`src/rtl/predictor_salto.sv`:
```
`default_nettype none
// +----------------------------------------------------------------------------+
// | Module      : predictor_salto                                              |
// | Description : RV32I conditional-branch resolver with a saturating-counter  |
// |               predictor table and resolved/mispredicted branch counters.   |
// | Revision    : 1.0 - initial release                                        |
// +----------------------------------------------------------------------------+
module predictor_salto #(
    parameter int W         = 32,
    parameter int ENTRADAS  = 16,
    parameter int CONT_BITS = 2,
    parameter int CNT_W     = 16
) (
    input  logic             clk,
    input  logic             rst,
    input  logic [W-1:0]     pc_fetch,
    output logic             pred_salto,
    input  logic             valido,
    input  logic [W-1:0]     instruccion,
    input  logic [W-1:0]     pc_ex,
    input  logic [W-1:0]     dato_a,
    input  logic [W-1:0]     dato_b,
    input  logic             pred_ex,
    output logic             es_salto,
    output logic             salto,
    output logic             fallo,
    output logic [CNT_W-1:0] cuenta_saltos,
    output logic [CNT_W-1:0] cuenta_fallos
);

    localparam int                   c_idx      = $clog2(ENTRADAS);
    localparam logic [CONT_BITS-1:0] c_cont_ini = CONT_BITS'((2 ** (CONT_BITS - 1)) - 1);
    localparam logic [CONT_BITS-1:0] c_cont_max = '1;
    localparam logic [CONT_BITS-1:0] c_cont_min = '0;
    localparam logic [CNT_W-1:0]     c_cnt_max  = '1;
    localparam logic [6:0]           c_op_branch = 7'b1100011;

    logic [CONT_BITS-1:0] r_tabla [ENTRADAS];
    logic [CNT_W-1:0]     r_cuenta_saltos;
    logic [CNT_W-1:0]     r_cuenta_fallos;

    logic [c_idx-1:0]     w_idx_fetch;
    logic [c_idx-1:0]     w_idx_ex;
    logic [CONT_BITS-1:0] w_cont_ex;
    logic                 w_opcode_ok;
    logic                 w_funct3_ok;
    logic                 w_cond;
    logic                 w_es_salto;
    logic                 w_salto;
    logic                 w_fallo;
    logic                 w_unused;

    // Word-aligned PCs: drop the two low bits, no tag, so aliasing is expected.
    assign w_idx_fetch = pc_fetch[c_idx+1:2];
    assign w_idx_ex    = pc_ex[c_idx+1:2];
    assign w_cont_ex   = r_tabla[w_idx_ex];

    assign w_opcode_ok = (instruccion[6:0] == c_op_branch);

    always_comb begin
        w_funct3_ok = 1'b1;
        w_cond      = 1'b0;
        case (instruccion[14:12])
            3'b000:  w_cond = (dato_a == dato_b);
            3'b001:  w_cond = (dato_a != dato_b);
            3'b100:  w_cond = ($signed(dato_a) <  $signed(dato_b));
            3'b101:  w_cond = ($signed(dato_a) >= $signed(dato_b));
            3'b110:  w_cond = (dato_a <  dato_b);
            3'b111:  w_cond = (dato_a >= dato_b);
            default: w_funct3_ok = 1'b0;
        endcase
    end

    assign w_es_salto = valido & w_opcode_ok & w_funct3_ok;
    assign w_salto    = w_es_salto & w_cond;
    assign w_fallo    = w_es_salto & (w_salto != pred_ex);

    always_ff @(posedge clk) begin
        if (rst) begin
            for (int i = 0; i < ENTRADAS; i++) begin
                r_tabla[i] <= c_cont_ini;
            end
            r_cuenta_saltos <= '0;
            r_cuenta_fallos <= '0;
        end else begin
            if (w_es_salto) begin
                if (w_salto && (w_cont_ex != c_cont_max)) begin
                    r_tabla[w_idx_ex] <= w_cont_ex + CONT_BITS'(1);
                end else if (!w_salto && (w_cont_ex != c_cont_min)) begin
                    r_tabla[w_idx_ex] <= w_cont_ex - CONT_BITS'(1);
                end
                if (r_cuenta_saltos != c_cnt_max) begin
                    r_cuenta_saltos <= r_cuenta_saltos + CNT_W'(1);
                end
            end
            if (w_fallo && (r_cuenta_fallos != c_cnt_max)) begin
                r_cuenta_fallos <= r_cuenta_fallos + CNT_W'(1);
            end
        end
    end

    // Asynchronous read gives read-before-write when fetch and execute collide.
    assign pred_salto    = r_tabla[w_idx_fetch][CONT_BITS-1];
    assign es_salto      = w_es_salto;
    assign salto         = w_salto;
    assign fallo         = w_fallo;
    assign cuenta_saltos = r_cuenta_saltos;
    assign cuenta_fallos = r_cuenta_fallos;

    // PC bits outside the index and instruction fields other than opcode/funct3.
    assign w_unused = ^{pc_fetch, pc_ex, instruccion};

endmodule
`default_nettype wire
```
`config.mk`:
```
export PLATFORM = sky130hd
export DESIGN_NAME = predictor_salto
export DESIGN_NICKNAME = d
export VERILOG_FILES = /design/src/rtl/predictor_salto.sv
export SDC_FILE = /design/constraint.sdc
export NUM_CORES = 1
export LEC_CHECK = 0
export CORE_MARGIN = 2
export CORE_UTILIZATION = 40
export DETAILED_ROUTE_END_ITERATION = 10
export HOLD_SLACK_MARGIN = 0.1
export PLACE_DENSITY = 0.86
export RECOVER_POWER = 100
export SYNTH_ARGS = -nofsm -noshare
export SYNTH_HDL_FRONTEND = slang
export SYNTH_SLANG_ARGS = --single-unit
```
`constraint.sdc`:
```
create_clock -name clk -period 7.24 [get_ports clk]
set_input_delay 1.086 -clock clk [delete_from_list [all_inputs] [get_ports clk]]
set_output_delay 1.086 -clock clk [all_outputs]
set_load 0.02 [all_outputs]
```
==> results of run 1 <==
[area by class of cell]
type	instances	area, µm²
Clock inverter	6	45.0
Fill cell	989	5170
Multi-Input combinational cell	378	2810
Inverter	37	139
Timing Repair Buffer	125	1230
Sequential cell	64	1600
Clock buffer	10	239
Tap cell	143	179
[through the flow]
step                std cells  setup slack, ns
floorplan                 502             2.57
global placement          747             1.33
detailed placement        747             1.20
CTS                       763             1.21
global route              763            0.573
finish                    763            0.971
[critical path, delay by kind of cell]
kind | cells | cell delay (ns)
AND/OR/NAND/NOR | 6 | 1.93
AO/OA/AOI/OAI | 2 | 0.58
adder cells (fa/ha/maj) | 1 | 0.38
buffers and inverters | 3 | 1.22
[Yosys cell counts (11+ instances only)]
cell type	n
nor4_1	11
dfxtp_1	32
nor3_1	18
nand3_1	35
edfxtp_1	32
mux2_2	14
a21oi_1	18
nand2_1	28
a31o_2	12
nor2b_1	21
clkbuf_1	17
mux4_2	15
ha_1	34
nand4_1	20
nor2_1	49
inv_1	37
[kinds of logic (layout without fill, tap and decap cells)]
group                      count (synthesis)  in the layout  share of synthesized area
and+or+nand+nor                          220            220                      0.252
DFF                                       64             64                      0.343
buffers and inverters                     60            178                     0.0493
AOI/OAI and AO/OA                         71             71                      0.110
muxes                                     39             39                      0.128
adders and majority gates                 34             34                     0.0912
xor gates and xnor gates                  14             14                     0.0263
[power groups by stage]
stage | Sequential (mW) | Clock (mW) | Combinational (mW)
2_1_floorplan | 0.391 | 0 | 0.0969
3_3_place_gp | 0.391 | 0 | 0.160
3_5_place_dp | 0.392 | 0 | 0.167
4_1_cts | 0.384 | 0.419 | 0.169
5_1_grt | 0.384 | 0.439 | 0.182
6_report | 0.384 | 0.413 | 0.165
[how the worst max path moves through the flow]
stage / to / cells past startpoint / startpoint
after floorplan: fallo / 10 / dato_b[31]
after global placement: fallo / 12 / dato_b[31]
after detailed placement: fallo / 12 / dato_b[31]
after CTS: fallo / 12 / dato_b[31]
after global routing: fallo / 12 / dato_b[31]
final: fallo / 12 / dato_b[31]
[sequential cells by signal (all words and copies together), names as in the netlist]
register and count:
r_tabla 32, cuenta_saltos 16, cuenta_fallos 16
[layer usage]
layer | GRT usage | wire length [µm]
met1 | 0.232 | 4720
met2 | 0.348 | 6280
met3 | 0.0474 | 848
met4 | 0.0715 | 322
met5 | 0 | 0
==> summary.txt, run 1 <==
Run status
  • Status: finished, violations left
  • Failing checks: capacitance limit, slew limit

Worst hold path
  • Hold path depth: 2
  • Min-Delay Endpoint: cuenta_saltos[11]
  • Worst Hold Class: reg2reg
  • Min-Delay Startpoint: cuenta_saltos[11]

Timing
  • Slew @ Worst Pin: 1.93 ns
  • Fin Setup TNS: 0 ns
  • Worst hold slack: 0.514 ns
  • Final worst-path cycle share: 0.866
  • Worst rel slew slack: -0.326
  • Final Critical Period: 6.27 ns
  • Setup violators final: 0
  • Skew final: 0.00733 ns
  • Fin. Hold Viols: 0
  • Max Slew Vio Count: 27
  • Unrepaired setup endpoints after global routing: no
  • Max frequency: 160 MHz

Power and ir drop
  • Internal power: 0.712 mW
  • Leak: 2.52 nW
  • Power Total: 0.962 mW
  • Power Density: 154 nW/µm²
  • Switching pwr: 0.250 mW
  • Worst-case vdd ir drop: 0.000117 V
  • Clock network fraction of total power: 0.429
  • Logic pwr share: 0.172
  • Sequential Power Share: 0.399
  • Sw frac: 0.260

Critical path
  • Critical path capture point type: output pin
  • CP max FO: 7
  • Max stage delay cell, worst path: nor4_1
  • Critical path, cell by cell: dlygate4sd3_1 > inv_1 > ha_1 > nand4_1 > nor4_4 > nand3_1 > nand4_1 > nor4_1 > nor4_1 > a31oi_1 > o21a_1 > dlygate4sd3_1
  • WS Path Type: in2out
  • Critical R2R Capture: r_tabla[12][1]
  • Crit path required time: 6.15 ns
  • Critical path's largest stage delay: 0.83 ns
  • Worst Setup Start Kind: input port
  • WP data arrival: 5.18 ns
  • Origin of the critical flop-to-flop path: r_tabla[14][0]
  • Reg2Reg Depth: 5
  • Setup slack, reg-to-reg: 3.56 ns

Drt
  • # DRC: 0
  • WL/cell: 16.0 µm
  • Routed WL: 12.2 mm
  • Via count: 4354
  • DR vias/cell: 5.71
  • Antenna-violating nets left: 0
  • Drt initial violations: 332
  • Detailed Routing Iterations Pass 1: 5

Synthesis
  • Mapped Cells: 502
  • Synth Net Count: 700
  • Post-synthesis register bit count: 64
  • Post-synthesis async set-or-reset flop share: 0
  • Ys flop type: edfxtp_1
  • Seq/Total Area, Yosys: 0.343
  • Mapped Avg Cell Area: 9.29 µm²
  • Synth unique cells: 54
  • Post-Synthesis Cell Area: 4670 µm²
  • Synth area leader: edfxtp_1
  • EDFF count, synth: 32
  • Area contributors post-synth: edfxtp_1 (21%), dfxtp_1 (14%), ha_1 (9.1%)
  • Top cell type's share of synthesized area: 0.206
  • Ys Warns: 0

Floorplanning
  • Die area: 12500 µm²
  • Row cnt: 39
  • Die height: 112 µm
  • Starting density of the core: 0.409
  • IO Count: 200
  • Chip Width: 112 µm
  • Core Area: 11400 µm²

Global route
  • Initial antenna violation count: 0
  • Number of global-route vias before repair: 4262
  • Total grt overflow: 0
  • Largest net degree at the start of global routing: 69
  • Gr usage total: 0.196
  • Global-route wire length before repair: 20.0 mm

Job
  • Max-cap violation count: 1

Cells and area
  • Post-route cell area: 6240 µm²
  • Commonest non-fill, non-tap cell in the layout: clkdlybuf4s50_1
  • Commonest non-fill, non-tap cells in the layout: clkdlybuf4s50_1 (82), nor2_1 (49), dlygate4sd3_1 (38)
  • Final Util: 0.547
  • Nets: 813
  • P&R area growth vs syn: 33.8%
  • # diodes: 0
  • Layout cells sized above 1: 0.102

CTS
  • TritonCTS clock tree: done
  • Clk buf depth: 2
  • Reg clk slew, reported paths: 0.06 ns
  • Num CTS Buffers: 9
  • Worst skew pair latency: 0.33 ns
  • Hold_buf cts: 0
  • Htree depth: 3
  • Clock Tree Root: clkbuf_16
  • Clk sinks: 64
  • Postcts setup bufs: 0
  • Post-cts resize count: 0

Placed design
  • GPL Wtd Cong: 0.895
  • Port bufs: 121
  • Post-Place Cell Area: 5990 µm²
  • Hpwl dp: 9.31 mm
Note: power is estimated with default switching activity, not from simulation.
==> run 2: changes to the inputs <==
Settings changed: CORE_UTILIZATION 40 to 35, CTS_BUF_LIST set to sky130_fd_sc_hd__clkbuf_4 sky130_fd_sc_hd__clkbuf_8 sky130_fd_sc_hd__clkbuf_16, PLACE_DENSITY 0.86 to 0.78, RECOVER_POWER 100 to 25.
==> summary.txt, run 2 (same netlist as run 1, synthesis figures left out) <==
Run status
  • Status: complete, no violations (was finished, violations left)

CTS
  • Worst skew pair latency: 0.34 ns (was 0.33 ns)
  • Postcts setup bufs: 0 (unchanged)
  • TritonCTS clock tree: done (unchanged)
  • Clk buf depth: 2 (unchanged)
  • Reg clk slew, reported paths: 0.06 ns (about the same)
  • Htree depth: 3 (unchanged)
  • Clock Tree Root: clkbuf_16 (unchanged)
  • Hold_buf cts: 0 (unchanged)
  • Num CTS Buffers: 9 (unchanged)
  • Clk sinks: 64 (unchanged)
  • Post-cts resize count: 0 (unchanged)

Critical path
  • CP max FO: 6 (was 7)
  • CP delay by family, top: simple AND/OR/NAND/NOR gates (unchanged)
  • WP data arrival: 4.98 ns (was 5.18 ns)
  • Max stage delay cell, worst path: clkdlybuf4s50_1 (was nor4_1)
  • Crit path required time: 6.15 ns (about the same)
  • WS Path Type: in2out (unchanged)
  • WP buf/inv: 3 (unchanged)
  • Critical path, cell by cell: clkdlybuf4s50_1 > inv_1 > ha_1 > nand4_1 > nor4_4 > nand3_1 > nand4_1 > nor4_1 > or4_4 > nor4_1 > o21a_1 > clkdlybuf4s50_1 (was dlygate4sd3_1 > inv_1 > ha_1 > nand4_1 > nor4_4 > nand3_1 > nand4_1 > nor4_1 > nor4_1 > a31oi_1 > o21a_1 > dlygate4sd3_1)
  • Critical path capture point type: output pin (unchanged)
  • Worst Setup Start Kind: input port (unchanged)
  • Critical path's largest stage delay: 0.63 ns (was 0.83 ns)

Drt
  • Detailed Routing Iterations Pass 1: 5 (unchanged)
  • WL/cell: 16.2 µm (was 16.0 µm)
  • Antenna-violating nets left: 0 (unchanged)
  • Drt initial violations: 285 (was 332)
  • # DRC: 0 (unchanged)
  • Via count: 4420 (was 4354)
  • DR vias/cell: 5.56 (was 5.71)
  • Routed WL: 12.9 mm (was 12.2 mm)

Floorplanning
  • Chip Width: 119 µm (was 112 µm)
  • IO Count: 200 (unchanged)
  • Die height: 119 µm (was 112 µm)
  • Core Area: 13100 µm² (was 11400 µm²)
  • Row cnt: 42 (was 39)
  • Starting density of the core: 0.355 (was 0.409)
  • Die area: 14300 µm² (was 12500 µm²)

Timing
  • Final Critical Period: 6.07 ns (was 6.27 ns)
  • Max frequency: 165 MHz (was 160 MHz)
  • Worst Slack Setup Final: 1.17 ns (was 0.971 ns)
  • Slew @ Worst Pin: 1.27 ns (was 1.93 ns)
  • Skew final: 0.0117 ns (was 0.00733 ns)
  • Setup violators final: 0 (unchanged)
  • Fin Setup TNS: 0 ns (unchanged)
  • Final worst-path cycle share: 0.838 (was 0.866)
  • Unrepaired setup endpoints after global routing: no (unchanged)
  • Fin. Hold Viols: 0 (unchanged)
  • Max Slew Vio Count: 0 (was 27)
  • Worst rel slew slack: 0.136 (was -0.326)

Job
  • Max-cap violation count: 0 (was 1)

Power and ir drop
  • Power Density: 159 nW/µm² (was 154 nW/µm²)
  • Sequential Power Share: 0.381 (was 0.399)
  • Sw frac: 0.258 (was 0.260)
  • Worst-case vdd ir drop: 0.000120 V (was 0.000117 V)
  • Leak: 2.53 nW (was 2.52 nW)
  • Logic pwr share: 0.171 (was 0.172)
  • Clock network fraction of total power: 0.448 (was 0.429)
  • Switching pwr: 0.260 mW (was 0.250 mW)
  • Internal power: 0.747 mW (was 0.712 mW)

Cells and area
  • Commonest non-fill, non-tap cells in the layout: clkdlybuf4s50_1 (87), nor2_1 (49), inv_1 (37) (was clkdlybuf4s50_1 (82), nor2_1 (49), dlygate4sd3_1 (38))
  • Top reg by flops: r_tabla (unchanged)
  • Layout cells sized above 1: 0.111 (was 0.102)
  • Max reg flops: 32 (unchanged)
  • Commonest non-fill, non-tap cell in the layout: clkdlybuf4s50_1 (unchanged)
  • P&R area growth vs syn: 36.1% (was 33.8%)
  • Nets: 812 (was 813)
  • # diodes: 0 (unchanged)

Worst hold path
  • Worst Hold Class: reg2reg (unchanged)

Global route
  • Largest net degree at the start of global routing: 69 (unchanged)
  • Total grt overflow: 0 (unchanged)
  • Initial antenna violation count: 0 (unchanged)
  • Gr usage total: 0.182 (was 0.196)
  • Global-route wire length before repair: 20.9 mm (was 20.0 mm)
  • Number of global-route vias before repair: 4439 (was 4262)

Placed design
  • Dpl ws: 1.19 ns (was 1.20 ns)
  • Port bufs: 121 (unchanged)
  • Hpwl dp: 9.70 mm (was 9.31 mm)
  • GPL Wtd Cong: 0.900 (was 0.895)
-- run 2: cell types whose count changed in the layout (fill, tap and decap cells not counted), sizes merged --
cell / before / now
clkbuf: 12 / 11
inv: 43 / 40
clkinv: 0 / 2
dlygate4sd3: 38 / 33
clkdlybuf4s50: 82 / 87
buf: 3 / 4
-- run 2: power by group through the flow --
stage | Clock [mW] | Sequential [mW] | Combinational [mW]
after floorplan | 0 | 0.391 | 0.0969
after global placement | 0 | 0.391 | 0.161
after detailed placement | 0 | 0.392 | 0.170
after CTS | 0.457 | 0.384 | 0.172
after global routing | 0.476 | 0.384 | 0.188
final | 0.452 | 0.384 | 0.172
-- run 2: worst min-delay path: stages (launching register included) --
cell and delay, ns:
dfxtp_1 0.33, o21ai_0 0.07, a21oi_1 0.06
-- run 2: cell type report --
type,count,area (µm²)
fill,1217,6790
sequential,64,1600
timing repair buffer,124,1230
tap,176,220
inverter,37,139
clock buffer,11,275
multi-input combinational,378,2840
clock inverter,5,40.0
-- run 2: metal layers --
metal,global-route usage,vias up,share of wire
li1,-,2115,-
met1,0.206,2072,0.39
met2,0.323,190,0.51
met3,0.0412,43,0.059
met4,0.0868,0,0.042
met5,0,-,0
-- run 2: worst paths after layout --
check | start | endpoint | slack, ns | cells past startpoint
max reg2reg | r_tabla[13][0] | r_tabla[15][0] | 3.95 | 5
max | dato_b[31] | fallo | 1.17 | 12
min reg2reg | cuenta_saltos[11] | cuenta_saltos[11] | 0.51 | 2
min | cuenta_saltos[11] | cuenta_saltos[11] | 0.51 | 2
-- run 2: stage by stage --
step / hold slack (ns) / utilization / std cells / power, mW / instance area [µm²]
after floorplan: 0.570 / - / 502 / 0.488 / 4670
after global placement: 0.488 / 0.459 / 779 / 0.552 / 6030
after detailed placement: 0.496 / 0.459 / 779 / 0.562 / 6030
after CTS: 0.515 / 0.483 / 795 / 1.01 / 6350
after global routing: 0.545 / 0.483 / 795 / 1.05 / 6350
final: 0.506 / 0.483 / 795 / 1.01 / 6350
